**src/rtl/keypad_scanner.sv**
```systemverilog
// 4x4 matrix keypad scanner: drives one column low at a time, samples synchronized rows,
// debounces whole scan frames and reports a single committed key with press/release pulses.
module keypad_scanner #(
  parameter int unsigned SCAN_CYCLES    = 100000,
  parameter int unsigned DEBOUNCE_SCANS = 4
) (
  input  logic       clk,
  input  logic       clear,
  input  logic [3:0] row,
  output logic [3:0] col,
  output logic [3:0] key_code,
  output logic       key_valid,
  output logic       key_press,
  output logic       key_release,
  output logic       multi_key
);

  localparam int unsigned CntW = $clog2(SCAN_CYCLES);
  localparam logic [CntW-1:0] CntLast = CntW'(SCAN_CYCLES - 1);
  localparam logic [3:0] DebMax = 4'(DEBOUNCE_SCANS);

  logic [3:0]      row_meta;
  logic [3:0]      row_sync;
  logic [CntW-1:0] cnt;
  logic [1:0]      col_idx;
  logic [4:0]      acc_count;
  logic            acc_found;
  logic [3:0]      acc_code;
  logic            cand_valid;
  logic [3:0]      cand_code;
  logic [3:0]      stable;

  logic [3:0] pressed;
  logic [2:0] sample_count;
  logic [1:0] low_row;
  logic [4:0] frame_count;
  logic       frame_found;
  logic [3:0] frame_code;
  logic       frame_multi;
  logic       res_valid;
  logic [3:0] res_code;
  logic       res_same;
  logic [3:0] stable_next;
  logic       commit;

  // Running totals include the column being sampled right now, so the last column
  // sample yields the complete frame result combinationally.
  always_comb begin
    pressed      = ~row_sync;
    sample_count = {2'b00, pressed[0]} + {2'b00, pressed[1]} +
                   {2'b00, pressed[2]} + {2'b00, pressed[3]};
    low_row = 2'd0;
    if (pressed[0])      low_row = 2'd0;
    else if (pressed[1]) low_row = 2'd1;
    else if (pressed[2]) low_row = 2'd2;
    else if (pressed[3]) low_row = 2'd3;
    frame_count = acc_count + {2'b00, sample_count};
    frame_found = acc_found | (|pressed);
    frame_code  = acc_found ? acc_code : {col_idx, low_row};
    frame_multi = (frame_count > 5'd1);
    res_valid   = (frame_count == 5'd1);
    res_code    = res_valid ? frame_code : 4'd0;
    res_same    = ({res_valid, res_code} == {cand_valid, cand_code});
    if (!res_same)             stable_next = 4'd1;
    else if (stable == DebMax) stable_next = stable;
    else                       stable_next = stable + 4'd1;
    commit = !frame_multi && (stable_next == DebMax) &&
             ((res_valid != key_valid) || (res_valid && (res_code != key_code)));
  end

  always_ff @(posedge clk) begin
    if (!clear) begin
      row_meta    <= 4'hF;
      row_sync    <= 4'hF;
      cnt         <= '0;
      col_idx     <= 2'd0;
      col         <= 4'b1110;
      acc_count   <= 5'd0;
      acc_found   <= 1'b0;
      acc_code    <= 4'd0;
      cand_valid  <= 1'b0;
      cand_code   <= 4'd0;
      stable      <= 4'd0;
      key_code    <= 4'd0;
      key_valid   <= 1'b0;
      key_press   <= 1'b0;
      key_release <= 1'b0;
      multi_key   <= 1'b0;
    end else begin
      row_meta    <= row;
      row_sync    <= row_meta;
      key_press   <= 1'b0;
      key_release <= 1'b0;
      if (cnt == CntLast) begin
        cnt     <= '0;
        col_idx <= col_idx + 2'd1;
        col     <= {col[2:0], col[3]};
        if (col_idx == 2'd3) begin
          acc_count <= 5'd0;
          acc_found <= 1'b0;
          acc_code  <= 4'd0;
          multi_key <= frame_multi;
          // Multi-key frames are ignored by the debouncer entirely.
          if (!frame_multi) begin
            cand_valid <= res_valid;
            cand_code  <= res_code;
            stable     <= stable_next;
          end
          if (commit) begin
            if (res_valid) begin
              key_code  <= res_code;
              key_valid <= 1'b1;
              key_press <= 1'b1;
            end else begin
              key_valid   <= 1'b0;
              key_release <= 1'b1;
            end
          end
        end else begin
          acc_count <= frame_count;
          acc_found <= frame_found;
          acc_code  <= frame_code;
        end
      end else begin
        cnt <= cnt + CntW'(1);
      end
    end
  end

endmodule

```
**config.mk**
```make
export PLATFORM = sky130hd
export DESIGN_NAME = keypad_scanner
export DESIGN_NICKNAME = d
export VERILOG_FILES = /design/src/rtl/keypad_scanner.sv
export SDC_FILE = /design/constraint.sdc
export NUM_CORES = 1
export LEC_CHECK = 0
export BUFFER_PORTS_ARGS = -buffer_cell sky130_fd_sc_hd__buf_2
export CAP_MARGIN = 20
export CORE_ASPECT_RATIO = 0.6
export CORE_MARGIN = 2
export CORE_UTILIZATION = 64
export DETAILED_ROUTE_END_ITERATION = 7
export PLACE_DENSITY = 0.82
export SYNTH_ARGS = -nofsm -noshare
export SYNTH_HDL_FRONTEND = slang
export SYNTH_SLANG_ARGS = --single-unit
```
**constraint.sdc**
```tcl
create_clock -name clk -period 5.8 [get_ports clk]
set_input_delay 0.29 -clock clk [delete_from_list [all_inputs] [get_ports clk]]
set_output_delay 0.29 -clock clk [all_outputs]
set_load 0.005 [all_outputs]
```
==> summary.md, run 1 <==
| Metric | Value |
|---|---|
| Width of the die | 89.5 um |
| Number of detailed-routing iterations run before antenna repair | 4 |
| Setup crit start kind | flop |
| Count leader, synth | sky130_fd_sc_hd__dfxtp_1 |
| Type of the most critical hold path | in2reg |
| Required @ worst endpoint | 6040 ps |
| Area of the core region | 4170 um2 |
| Initial antenna violation count | 0 |
| Wire length of the first global-routing pass | 10.1 mm |
| R2r startpoint | row_sync[0] |
| Net count after synthesis | 331 |
| Number of hold violations in the final report | 0 |
| Net count of the finished layout | 347 |
| Ys async rst share | 0% |
| Clock tree from TritonCTS | yes |
| Worst setup skew after layout | 6.13 ps |
| GRT overflow | 0 |
| Average vias per placed instance | 5.79 |
| Nature of the critical path endpoint | flop |
| Met1 usage | 39.6% |
| Count of inserted antenna diode cells | 0 |
| Post-detailed-route DRC marker count | 0 |
| Power per unit of standard cell area | 278 nW/um2 |
| Vertical die dimension | 55.3 um |
| Cells after synthesis | 317 |
| Overall via count from detail_route | 2304 |
| Slowest cell delay on critical path | 470 ps |
| Fraction of met2 tracks used by global routing | 36.1% |
| Max-cap violations | 0 |
| Biggest area contributors in the synthesized netlist | sky130_fd_sc_hd__dfxtp_1 (41%), sky130_fd_sc_hd__nor2_1 (4.9%), sky130_fd_sc_hd__mux2i_1 (4.3%) |
| Worst hold path startpoint | row[0] |
| End of the worst hold path | row_meta[0] |
| Clock tree buffer depth | 2 |
| Class of the most critical setup path | reg2reg |
| Remaining antenna violation count after routing | 0 |
| Count of cell types in the netlist | 53 |
| Gp weighted congestion | 0.893 |
| Buffers plus inverters on the worst setup path | 2 |
| Number of endpoints failing setup at the final stage | 0 |
| Setup TNS Final | 0 ps |
| Insertion delay to the later sink of the worst-skew pair | 340 ps |
| Worst hold slack | 131 ps |
| Clock period minus final worst setup slack | 3930 ps |
| Final Max Tran Viols | 0 |
| Overall die area | 4950 um2 |
| Number of cells on the worst hold path | 2 |
| Post-synthesis cell type with the largest combined area | sky130_fd_sc_hd__dfxtp_1 |
| Number of CTS-inserted buffers | 9 |
| Most common library cells after synthesis | sky130_fd_sc_hd__dfxtp_1 (58), sky130_fd_sc_hd__nor2_1 (37), sky130_fd_sc_hd__nand2_1 (30), sky130_fd_sc_hd__inv_1 (14), sky130_fd_sc_hd__nand2b_1 (14) |
| Setup repair after global routing missed its margin | false |
| Maximum VDD drop | 0.212 mV |
| Synth-to-Final Area Change | 12.7% |
| Run status | complete, no violations |
| Total detailed-routing wirelength | 5.92 mm |
| Crit path max-delay family | compound AO/OA/AOI/OAI gates |
| CP arrival | 4170 ps |
| Average wire length per cell after detail routing | 14.9 um |
| Cell area after technology mapping | 2810 um2 |
| GRT Util Overall | 26.4% |
| Initial Utilization | 67.4% |
| Hold-fix buffers, CTS | 0 |
| Cell chain of the critical path | fa_1 -> inv_1 -> fa_1 -> inv_1 -> fa_1 -> or3b_2 -> a21oi_1 -> o2111ai_1 -> and3_1 -> a21oi_2 -> nor2_1 -> a211oi_1 |
| Clock sink count | 58 |
| Final-layout fill cell count | 283 |
| Cell depth of the worst setup path | 12 |
| Overall power after layout | 880 uW |
| Port-buffer cells | 17 |
| Global routing met3 resource utilization | 7.62% |
| Syn. warnings | 0 |
| Total of flip-flops plus latches after synthesis | 58 |
| Number of global-route vias before repair | 2144 |
| Worst slew margin relative to its limit | 46.0% |
| Number of top-level design ports | 18 |
| Pin count of the biggest net entering global routing | 24 |
| Cell depth of the worst flop-to-flop path | 12 |
| Clk pin slew, worst setup/hold paths | 60 ps |
| Post-CTS Setup Repair Bufs | 0 |
| Setup slack of the worst register-to-register path | 1870 ps |
| # H-tree levels | 3 |
| Critical path fanouts, max | 13 |
| Cells resized by post-CTS repair | 0 |
| Placed wire-length estimate | 4.13 mm |
| Worst Max-Slew Pin Slew | 789 ps |
| First DRT Iteration DRCs | 249 |
| Max frequency | 254 MHz |
| Reg-to-Reg End | key_code[3] |
| Cell type of the slowest stage on the worst timing path | sky130_fd_sc_hd__fa_1 |
| Global-route layer with the greatest usage | met1 |
| Period utilization | 67.8% |
| Ratio of cells with drive above 1 in the final layout | 13.6% |
| Clock tree root driver cell | sky130_fd_sc_hd__clkbuf_8 |
| Most common flop cell mapped by yosys | sky130_fd_sc_hd__dfxtp_1 |
| Synthesized area per cell | 8.86 um2 |
| Critical path's most frequent cell | sky130_fd_sc_hd__fa_1 |
| Leakage dissipation | 1.21 nW |
| Sequential cell area fraction in the yosys report | 41.3% |
| Standard-cell row count | 18 |
| Number of flops mapped to enable cells by yosys | 0 |
| Area share of the largest cell type after synthesis | 41.3% |
power breakdown:
part	switching (mW)	leakage [nW]	total (mW)	internal, mW
combinational	0.0261	0.619	0.0397	0.0136
sequential	0.00296	0.470	0.406	0.403
clock	0.158	0.119	0.434	0.276
total	0.187	1.21	0.880	0.692
cell type report:
type | instances | area (um2) | area share, %
multi-input cells | 231 | 1540 | 48.6
clock inverters | 4 | 72.6 | 2.29
flip-flops and latches | 58 | 1160 | 36.7
repair buffers | 19 | 100 | 3.16
well taps | 60 | 75.1 | 2.37
inverters | 14 | 52.6 | 1.66
clock buffers | 12 | 165 | 5.22
how the worst max path moves through the flow:
stage                startpoint  slack (ps)     endpoint
floorplan           row_sync[0]        2490  key_code[2]
global placement    row_sync[0]        2110    stable[3]
detailed placement  row_sync[0]        1900  key_code[3]
CTS                 row_sync[0]        1910  key_code[3]
global route        row_sync[0]        1630  key_code[3]
finish              row_sync[0]        1870  key_code[3]
state kept, by name (all words and copies together) (netlist names):
register	cells
key_press	1
stable	4
col	4
cand_code	4
cand_valid	1
multi_key	1
acc_code	4
key_code	4
col_idx	2
row_sync	4
acc_found	1
key_release	1
acc_count	5
key_valid	1
cnt	17
row_meta	4
stage by stage:
stage	cell area [um2]	utilization (%)	worst slack (ps)	cells
CTS	3170	76.0	1910	398
detailed placement	2930	70.3	1900	382
floorplan	2810	-	2490	317
global placement	2930	70.3	2110	382
finish	3170	76.0	1870	398
global route	3170	76.0	1630	398
cells in the final DEF, fill, tap and decap left out, drive strengths merged, types with 6 or more instances in the layout:
cell / n
buf: 19
and3: 7
nand2: 30
xor2: 13
nor2: 37
clkbuf: 12
inv: 14
mux2i: 12
a21oi: 14
dfxtp: 58
nand3: 13
nand2b: 14
xnor2: 10
nor3: 6
per-layer routing:
metal,part of all wire [%],vias up
li1,-,1140
met1,49,1075
met2,43,83
met3,7.2,6
met4,0.95,0
met5,0,-
worst reg2reg max path, stage by stage (launching register included):
cell and delay, ps:
sky130_fd_sc_hd__dfxtp_1 340, sky130_fd_sc_hd__fa_1 470, sky130_fd_sc_hd__inv_1 80, sky130_fd_sc_hd__fa_1 220, sky130_fd_sc_hd__inv_1 70, sky130_fd_sc_hd__fa_1 440
sky130_fd_sc_hd__or3b_2 460, sky130_fd_sc_hd__a21oi_1 240, sky130_fd_sc_hd__o2111ai_1 280, sky130_fd_sc_hd__and3_1 270, sky130_fd_sc_hd__a21oi_2 430, sky130_fd_sc_hd__nor2_1 220
sky130_fd_sc_hd__a211oi_1 290
logic make-up (layout without fill, tap and decap cells):
kind of cell             Yosys count  count (layout)  synth area share [%]
multiplexers                      13              13                  4.68
adder cells (fa/ha/maj)            8               8                  4.37
AO/OA/AOI/OAI                     54              54                  13.9
AND/OR/NAND/NOR                  133             133                  24.7
XOR/XNOR                          23              23                  7.17
flip-flops                        58              58                  41.3
buffers and inverters             28              49                  3.83
No activity file was read; power rests on OpenSTA's default activity.
==> run 2, diff against run 1 <==
--- a/config.mk
+++ b/config.mk
@@ -9,9 +9,9 @@
 export CAP_MARGIN = 20
 export CORE_ASPECT_RATIO = 0.6
 export CORE_MARGIN = 2
-export CORE_UTILIZATION = 64
+export CORE_UTILIZATION = 54
 export DETAILED_ROUTE_END_ITERATION = 7
-export PLACE_DENSITY = 0.82
+export PLACE_DENSITY = 0.74
 export SYNTH_ARGS = -nofsm -noshare
 export SYNTH_HDL_FRONTEND = slang
 export SYNTH_SLANG_ARGS = --single-unit
==> constraint.sdc (replaced) <==
create_clock -name clk -period 3.3 [get_ports clk]
set_input_delay 0.165 -clock clk [delete_from_list [all_inputs] [get_ports clk]]
set_output_delay 0.165 -clock clk [all_outputs]
set_load 0.005 [all_outputs]
==> run 2 against run 1 <==
Against the previous run:
- the flow now finishes with violations (setup timing)
- combinational power rose to 3.2 times the previous value
- clock power rose by 71%
- hold slack lost 120 ps
- die area is 17% higher
- via count is 6.4% higher
==> summary.md, run 2 (synthesis results as in run 1) <==
| Metric | Value |
|---|---|
| Average vias per placed instance | 5.70 |
| Post-layout instance count excluding filler cells | 430 |
| Max-cap violations | 0 |
| Maximum VDD drop | 0.308 mV |
| Vertical die dimension | 59.9 um |
| Cell chain of the critical path | inv_2 -> fa_1 -> inv_2 -> fa_2 -> inv_2 -> fa_2 -> or3b_4 -> a21oi_4 -> buf_6 -> o2111ai_4 -> and3_4 -> a21oi_4 -> buf_4 -> nor2_4 -> a211oi_2 |
| Clock tree buffer depth | 2 |
| Launching instance or port of the critical path | acc_count[0] |
| First DRT Iteration DRCs | 198 |
| Setup TNS Final | -119 ps |
| Number of detailed-routing iterations run before antenna repair | 4 |
| GRT overflow | 0 |
| Final Max Tran Viols | 0 |
| Clock period minus final worst setup slack | 3340 ps |
| Clk pin slew, worst setup/hold paths | 60 ps |
| Initial Utilization | 55.8% |
| Worst hold slack | 7.18 ps |
| Buffers plus inverters on the worst setup path | 5 |
| Initial antenna violation count | 0 |
| Period utilization | 101% |
| Critical path fanouts, max | 5 |
| Clock tree from TritonCTS | yes |
| Number of global-route vias before repair | 2193 |
| Nature of the critical path endpoint | flop |
| Flip-flop count of the largest register, all copies and words added | 17 |
| Reg-to-Reg End | key_code[3] |
| Average wire length per cell after detail routing | 15.5 um |
| Min setup slack post-route | -37.2 ps |
| Width of the die | 97.1 um |
| # H-tree levels | 3 |
| Gp weighted congestion | 0.880 |
| Run status | finished with violations |
| Remaining antenna violation count after routing | 0 |
| Post-detailed-route DRC marker count | 0 |
| Total detailed-routing wirelength | 6.66 mm |
| Type of the most critical hold path | in2reg |
| Pin count of the biggest net entering global routing | 23 |
| Violated checks | setup timing |
| Overall die area | 5810 um2 |
| Power per unit of standard cell area | 451 nW/um2 |
| Setup repair after global routing missed its margin | true |
| Insertion delay to the later sink of the worst-skew pair | 340 ps |
| Crit path max-delay family | adder cells |
| Critical path's most frequent cell | sky130_fd_sc_hd__inv_2 |
| Standard-cell row count | 20 |
| Commonest cells after routing, fill and taps aside | sky130_fd_sc_hd__dfxtp_1 (57), sky130_fd_sc_hd__nor2_1 (36), sky130_fd_sc_hd__nand2_1 (30), sky130_fd_sc_hd__buf_4 (22), sky130_fd_sc_hd__buf_2 (17) |
| Worst slew margin relative to its limit | 49.9% |
| GRT Util Overall | 23.2% |
| Setup slack of the worst register-to-register path | -40 ps |
| Clock sink count | 58 |
| Cell depth of the worst flop-to-flop path | 15 |
| Largest registers | cnt: 17 flops, acc_count: 5 flops |
| Net count of the finished layout | 373 |
| CP arrival | 3600 ps |
| Synth-to-Final Area Change | 25.0% |
| Leakage dissipation | 1.36 nW |
| Cell type of the slowest stage on the worst timing path | sky130_fd_sc_hd__fa_1 |
| Number of hold violations in the final report | 0 |
| Max frequency | 300 MHz |
| Wire length of the first global-routing pass | 10.5 mm |
| Critical path capture point | key_code[3] |
| Ratio of cells with drive above 1 in the final layout | 24.5% |
| Most common cell after layout, fill and taps aside | sky130_fd_sc_hd__dfxtp_1 |
| R2r startpoint | acc_count[0] |
| Worst setup skew after layout | 6.87 ps |
| Clock tree root driver cell | sky130_fd_sc_hd__clkbuf_8 |
| Number of endpoints failing setup at the final stage | 7 |
| Overall power after layout | 1.58 mW |
| Count of inserted antenna diode cells | 0 |
| Required @ worst endpoint | 3560 ps |
| Overall via count from detail_route | 2452 |
| Worst Max-Slew Pin Slew | 750 ps |
| Number of CTS-inserted buffers | 9 |
| Area of the core region | 5030 um2 |
| Class of the most critical setup path | reg2reg |
| Cell depth of the worst setup path | 15 |
| Port-buffer cells | 17 |
| Placed wire-length estimate | 4.40 mm |
| Largest Register | cnt |
| Setup crit start kind | flop |
| Number of top-level design ports | 18 |
| Number of placed instances with taps included | 406 |
| Slowest cell delay on critical path | 480 ps |
run 2: final cells by class:
type / count / area, um2
clock buffer: 12 / 155
clock inverter: 4 / 73.8
timing repair buffer: 45 / 315
fill: 372 / 1520
tap: 66 / 82.6
inverter: 14 / 52.6
sequential: 58 / 1160
multi-input combinational: 231 / 1670
run 2: metal layers:
layer	track usage (%)	share of wire (%)	up-vias
met5	0	0	-
met4	9.66	2.3	0
met3	7.13	7.1	21
met2	34.8	44	98
met1	31.6	47	1149
li1	-	-	1184
run 2: repair_timing:
action / in CTS / in global routing
hold buffers: 2 / 0
setup endpoints to repair: 9 / 9
setup buffers: 1 / 5
endpoints found under the hold margin: 2 / 0
gates resized for setup: 7 / 24
pin swaps: 4 / 18
run 2: worst min-delay path by stage:
stage                start          end  slack (ps)  depth (start not counted)
finish              row[0]  row_meta[0]           7                          2
global route        row[2]  row_meta[2]          10                          2
CTS                 row[0]  row_meta[0]           2                          2
detailed placement  row[1]  row_meta[1]         350                          2
global placement    row[1]  row_meta[1]         340                          2
floorplan           row[0]  row_meta[0]         270                          1
run 2: report_power, final:
| group | switching [mW] | internal (mW) |
|---|---|---|
| Sequential | 0.00497 | 0.708 |
| Combinational | 0.0672 | 0.0606 |
| Clock | 0.276 | 0.466 |
| Total | 0.348 | 1.23 |
run 2: per-stage QoR:
| stage | cell area, um2 | worst slack (ps) | util (%) |
|---|---|---|---|
| global route | 3510 | -143 | 69.8 |
| floorplan | 2820 | 4.60 | - |
| detailed placement | 3080 | -179 | 61.3 |
| finish | 3510 | -37.2 | 69.8 |
| CTS | 3370 | 20.0 | 66.9 |
| global placement | 3080 | -102 | 61.3 |
